==> src/rtl/cdr_ctrl_pkg.sv <==
// Shared types and default constants for the CDR tap-step controller.
// Optional build macro: TAP_SATURATE_EN (see cdr_tap_step_controller).
package cdr_ctrl_pkg;

    localparam int N_TAPS     = 16;
    localparam int TAP_W      = 4;
    localparam int THRESH     = 8;
    localparam int ACC_W      = 5;
    localparam int SETTLE_CYC = 4;
    localparam int LOCK_CYC   = 256;

    // Loop sequencer states
    typedef enum logic {
        ACC    = 1'b0,
        SETTLE = 1'b1
    } state_e;

    // Step decision out of the vote accumulator
    typedef enum logic [1:0] {
        STEP_NONE = 2'b00,
        STEP_UP   = 2'b01,  // more delay (sl)
        STEP_DN   = 2'b10   // less delay (sr)
    } step_e;

endpackage

==> src/rtl/cdr_vote_accumulator.sv <==
// Signed early/late vote integrator with symmetric threshold detect.
// The accumulator clears itself on the cycle a threshold is crossed.
module cdr_vote_accumulator
    import cdr_ctrl_pkg::*;
#(
    parameter int ACC_W  = 5,
    parameter int THRESH = 8
) (
    input  logic             clk,
    input  logic             rst,
    input  logic             en,
    input  logic             early,
    input  logic             late,
    output logic [ACC_W-1:0] acc,
    output step_e            step
);

    localparam logic signed [ACC_W:0] THR_P = (ACC_W+1)'(THRESH);
    localparam logic signed [ACC_W:0] THR_N = -THR_P;

    logic signed [ACC_W-1:0] acc_q, acc_d;
    logic signed [ACC_W:0]   vote_d;
    logic signed [ACC_W:0]   acc_n;

    // Extend by one bit so the sum cannot overflow before the compare
    always_comb begin
        vote_d = '0;
        if (early && !late) begin
            vote_d = (ACC_W+1)'(1);
        end else if (late && !early) begin
            vote_d = '1;
        end
        acc_n = $signed({acc_q[ACC_W-1], acc_q}) + vote_d;

        step  = STEP_NONE;
        acc_d = acc_q;
        if (en) begin
            if (acc_n >= THR_P) begin
                step = STEP_UP;
            end else if (acc_n <= THR_N) begin
                step = STEP_DN;
            end
            acc_d = (step != STEP_NONE) ? '0 : acc_n[ACC_W-1:0];
        end
    end

    // Accumulator register
    always_ff @(posedge clk) begin
        if (rst) begin
            acc_q <= '0;
        end else begin
            acc_q <= acc_d;
        end
    end

    assign acc = acc_q;

endmodule

==> src/rtl/cdr_tap_step_controller.sv <==
// Loop filter and sequencer for the 16-tap shift-select delay line.
// Integrates PD votes, issues one-cycle sl/sr steps, waits out a settle
// interval, mirrors the tap index and reports lock.
// Build macro TAP_SATURATE_EN: taps saturate at the ends instead of wrapping,
// suppressed steps are flagged on tap_limit.
module cdr_tap_step_controller
    import cdr_ctrl_pkg::*;
#(
    parameter int N_TAPS     = cdr_ctrl_pkg::N_TAPS,
    parameter int TAP_W      = cdr_ctrl_pkg::TAP_W,
    parameter int THRESH     = cdr_ctrl_pkg::THRESH,
    parameter int ACC_W      = cdr_ctrl_pkg::ACC_W,
    parameter int SETTLE_CYC = cdr_ctrl_pkg::SETTLE_CYC,
    parameter int LOCK_CYC   = cdr_ctrl_pkg::LOCK_CYC
) (
    input  logic             clk,
    input  logic             rst,
    input  logic             vote_valid,
    input  logic             early,
    input  logic             late,
    input  logic             freeze,
    output logic             sl,
    output logic             sr,
    output logic [TAP_W-1:0] tap_idx,
    output logic [ACC_W-1:0] acc_dbg,
    output logic             locked,
`ifdef TAP_SATURATE_EN
    output logic             tap_limit,
`endif
    output state_e           state_dbg
);

    localparam int SET_W = (SETTLE_CYC > 1) ? $clog2(SETTLE_CYC) : 1;
    localparam int LCK_W = $clog2(LOCK_CYC + 1);
    localparam logic [TAP_W-1:0] TAP_MAX  = TAP_W'(N_TAPS - 1);
    localparam logic [LCK_W-1:0] LOCK_VAL = LCK_W'(LOCK_CYC);

    state_e             state_q, state_d;
    logic [SET_W-1:0]   settle_q, settle_d;
    logic [LCK_W-1:0]   lock_q, lock_d;
    logic [TAP_W-1:0]   tap_q, tap_d;
    logic               sl_q, sl_d;
    logic               sr_q, sr_d;
    logic               locked_q, locked_d;
    logic               limit_q, limit_d;
    logic               acc_en;
    step_e              step_raw;
    step_e              step_ok;

    // Votes only count in ACC while the loop is not frozen
    assign acc_en = (state_q == ACC) && !freeze && vote_valid;

    cdr_vote_accumulator #(
        .ACC_W  (ACC_W),
        .THRESH (THRESH)
    ) u_acc (
        .clk   (clk),
        .rst   (rst),
        .en    (acc_en),
        .early (early),
        .late  (late),
        .acc   (acc_dbg),
        .step  (step_raw)
    );

    // Next-state: step issue, settle countdown, lock counting, tap mirror
    always_comb begin
        state_d  = state_q;
        settle_d = settle_q;
        lock_d   = lock_q;
        tap_d    = tap_q;
        sl_d     = 1'b0;
        sr_d     = 1'b0;
        limit_d  = 1'b0;
        step_ok  = step_raw;

`ifdef TAP_SATURATE_EN
        if ((step_raw == STEP_UP && tap_q == TAP_MAX) ||
            (step_raw == STEP_DN && tap_q == '0)) begin
            step_ok = STEP_NONE;
            limit_d = 1'b1;
        end
`endif

        case (state_q)
            ACC: begin
                if (!freeze) begin
                    if (lock_q != LOCK_VAL) begin
                        lock_d = lock_q + LCK_W'(1);
                    end
                    if (step_ok != STEP_NONE) begin
                        lock_d   = '0;
                        state_d  = SETTLE;
                        settle_d = SET_W'(SETTLE_CYC - 1);
                        if (step_ok == STEP_UP) begin
                            sl_d  = 1'b1;
                            tap_d = (tap_q == TAP_MAX) ? '0 : tap_q + TAP_W'(1);
                        end else begin
                            sr_d  = 1'b1;
                            tap_d = (tap_q == '0) ? TAP_MAX : tap_q - TAP_W'(1);
                        end
                    end
                end
            end
            SETTLE: begin
                if (settle_q == '0) begin
                    state_d = ACC;
                end else begin
                    settle_d = settle_q - SET_W'(1);
                end
            end
            default: state_d = ACC;
        endcase

        locked_d = (lock_d == LOCK_VAL);
    end

    // FSM and registered outputs
    always_ff @(posedge clk) begin
        if (rst) begin
            state_q  <= ACC;
            settle_q <= '0;
            lock_q   <= '0;
            tap_q    <= '0;
            sl_q     <= 1'b0;
            sr_q     <= 1'b0;
            locked_q <= 1'b0;
            limit_q  <= 1'b0;
        end else begin
            state_q  <= state_d;
            settle_q <= settle_d;
            lock_q   <= lock_d;
            tap_q    <= tap_d;
            sl_q     <= sl_d;
            sr_q     <= sr_d;
            locked_q <= locked_d;
            limit_q  <= limit_d;
        end
    end

    assign sl        = sl_q;
    assign sr        = sr_q;
    assign tap_idx   = tap_q;
    assign locked    = locked_q;
    assign state_dbg = state_q;
`ifdef TAP_SATURATE_EN
    assign tap_limit = limit_q;
`else
    // Saturation flag has no output in the wrapping build
    logic unused_limit;
    assign unused_limit = limit_q;
`endif

endmodule

==> config.mk <==
export PLATFORM = sky130hd
export DESIGN_NAME = cdr_tap_step_controller
export DESIGN_NICKNAME = d
export VERILOG_FILES = /design/src/rtl/cdr_ctrl_pkg.sv /design/src/rtl/cdr_vote_accumulator.sv /design/src/rtl/cdr_tap_step_controller.sv
export SDC_FILE = /design/constraint.sdc
export NUM_CORES = 1
export LEC_CHECK = 0
export ABC_AREA = 1
export BUFFER_PORTS_ARGS = -buffer_cell sky130_fd_sc_hd__buf_2
export CAP_MARGIN = 20
export CORE_ASPECT_RATIO = 1.25
export CORE_MARGIN = 2
export CORE_UTILIZATION = 55
export CTS_BUF_LIST = sky130_fd_sc_hd__clkbuf_2 sky130_fd_sc_hd__clkbuf_4 sky130_fd_sc_hd__clkbuf_8
export CTS_CLUSTER_SIZE = 40
export DETAILED_ROUTE_END_ITERATION = 10
export PLACE_DENSITY = 0.79
export SETUP_SLACK_MARGIN = 0.5
export SYNTH_ARGS = -nofsm -noshare
export SYNTH_HDL_FRONTEND = slang
export SYNTH_SLANG_ARGS = --single-unit
==> constraint.sdc <==
create_clock -name clk -period 4 [get_ports clk]
set_clock_uncertainty 0.15 [all_clocks]
set_input_delay 0.8 -clock clk [delete_from_list [all_inputs] [get_ports clk]]
set_output_delay 0.8 -clock clk [all_outputs]
set_load 0.02 [all_outputs]
==> metrics.txt <==
status complete, no violations; via count 1492; IO buf count 18; nets@finish 272; post-CTS setup buffer count 0; Global Route Usage Sum 21.1%; I/O pin cnt 19; WL final 3230 um; worst-path cell chain buf_2 -> inv_1 -> ha_1 -> inv_2 -> nand2_1 -> nand2_1 -> ha_1 -> inv_1 -> nand2_1 -> nand3_1 -> nand2_1 -> nand2_1 -> nand2_2 -> nand2_2 -> nand3_4 -> nand2_4 -> o211ai_1 -> a21oi_1; GR Overflow Total 0; TritonCTS Buffers 3; Clock transition at path regs 0.13 ns; endpoints failing setup 0; R2R Path Start u_acc.acc[1]; total core area 2890 um2; CP most frequent cell nand2_1; sequential share of the synthesized area 29.3%; fin util 62.1%; Worst path slowest cell ha_1; syn nets 252; Fmax 0.375 GHz; H-Tree Depth 1; total of max-cap violations 0; Core Rows 22; setup TNS 0 ns; commonest non-fill, non-tap cell in the layout nand2_1; die area 3440 um2; largest net degree at the start of global routing 20; DRT iter0 DRCs 64; CTS sink cnt 24; hold depth 2; WHS 0.350 ns; Post-DRT Antenna Nets 0; Post-Syn Area 1640 um2; Synth Register Bits 24; library cells used by synthesis 33; Final period util 66.7%; Synthesis Warnings 0; Clock Tree Buf Depth 2; Critical Path RT 4.11 ns; Antenna diodes 0; setup slack, reg-to-reg 1.86 ns; crit-path max cell delay 0.32 ns; Max VDD drop 224 uV; first-pass GRT wire length 5550 um; min-delay src u_acc.acc[0]; CP Capture Type flop; TritonCTS clock tree built; min-delay worst type flop to flop; Initial Util 56.8%; most frequent cells in the layout nand2_1 (46), inv_1 (36), dfxtp_1 (24); final worst path period need 2.67 ns; Placer Congestion 0.803; Fin. Hold Viols 0; Post-Place Cells 288; Hold Buf Count CTS 0; Via density 5.11; top post-synthesis cells by area dfxtp_1 (29%), nand2_1 (11%), inv_1 (8.2%), ha_1 (6.9%), nand3_1 (5.5%); DIE WIDTH 52.9 um; Crit Path Category primary input to flop; Non-Filler Instances 292; RSZ-0062 raised after global routing false; Startpoint Class primary input; Tightest Pin Transition 0.356 ns; area delta synth->final 9.30%; fin. max-slew vios 0; Max transition margin 76.3%; CTS root buf clkbuf_4; Hold EP u_acc.acc[0]; DPL Wire Length 2520 um; Clock Latency Late Sink 0.32 ns; post-cts sizing count 0; Remaining DRCs 0; crit path DAT 2.77 ns; post-synth top area cell dfxtp_1; pwr/cell area 289 nW/um2; R2R depth 15; initial antenna violation count 0; DIE HEIGHT 65.1 um; Reg-to-Reg End tap_idx[0]; WL/cell 11.1 um; vias in the first global route 1342; share of layout cells above drive strength 1 20.3%; Mapped Cells 237; leakage power total 0.000847 uW; worst-path fanout max 10; Synth Area per Inst 6.93 um2; share of the synthesized area in the top cell type 29.3%; Detailed Routing Iterations Pass 1 4
-- cells by family (layout without fill, tap and decap cells) --
family	count (synthesis)	after routing	share of synthesized area [%]
AOI/OAI and AO/OA	31	31	10.8
buffers and inverters	45	64	10.7
and+or+nand+nor	119	119	37.5
adders and majority gates	9	9	6.86
DFF	24	24	29.3
xor gates and xnor gates	9	9	4.80
-- layout make-up --
type / count / area, um2
sequential: 24 / 480
tap: 36 / 45.0
timing repair buffer: 18 / 90.1
multi-input combinational: 168 / 985
fill: 285 / 1100
inverter: 42 / 158
clock buffer: 4 / 36.3
-- synthesized netlist by cell type --
master and n:
a21oi_1 14, a21oi_2 1, a21oi_4 1, buf_1 1, buf_6 1, clkbuf_1 1
clkinv_1 1, dfxtp_1 24, ha_1 9, inv_1 36, inv_2 5, nand2_1 46
nand2_2 6, nand2_4 5, nand3_1 18, nand3_2 5, nand3_4 1, nand4_1 4
nor2_1 20, nor2_2 3, nor2_4 1, nor3_1 5, nor3_2 1, nor3b_1 1
nor4_1 1, o211ai_1 2, o21ai_0 2, o21ai_1 10, o31ai_1 1, or2_1 1
or2_2 1, xnor2_1 3, xor2_1 6
-- per-layer routing --
metal  up-vias  global-route usage [%]  wire length (um)
met4         0                    5.77                20
met1       670                    25.0              1400
met3         2                    2.07               116
li1        793                       -                 -
met5         -                       0                 0
met2        27                    39.1              1690
-- state kept, by name (all words and copies together), names as in the netlist --
| register | cells |
|---|---|
| lock_q | 9 |
| u_acc.acc | 5 |
| tap_idx | 4 |
| settle_q | 2 |
| locked | 1 |
| sl | 1 |
| sr | 1 |
| state_dbg | 1 |
-- critical path: cells and delay by family --
family                   cells  cell delay, ns
buffers and inverters        4            0.29
AND/OR/NAND/NOR             10            0.92
adder cells (fa/ha/maj)      2            0.52
AO/OA/AOI/OAI                2            0.24
-- power breakdown --
part | leakage (uW) | switching, uW | total (uW) | internal (uW)
Combinational | 0.000631 | 82.0 | 128 | 46.0
Clock | 0.0000210 | 74.1 | 130 | 55.7
Sequential | 0.000195 | 11.4 | 261 | 250
-- metrics by stage --
| step | worst slack (ns) | cell area (um2) | total power, uW |
|---|---|---|---|
| finish | 1.33 | 1790 | 519 |
| global placement | 1.03 | 1760 | 392 |
| floorplan | 1.29 | 1640 | 367 |
| CTS | 1.32 | 1790 | 521 |
| global route | 1.07 | 1790 | 551 |
| detailed placement | 0.986 | 1760 | 394 |
-- worst max path at each step --
stage	start	endpoint	slack, ns	cells after the start
after global placement	early	tap_idx[0]	1.03	18
after floorplan	early	settle_q[1]	1.29	19
after detailed placement	early	tap_idx[0]	0.99	18
after global routing	early	tap_idx[0]	1.07	18
after CTS	early	tap_idx[0]	1.32	18
final	early	tap_idx[0]	1.33	18
Note: power is estimated with default switching activity, not from simulation.
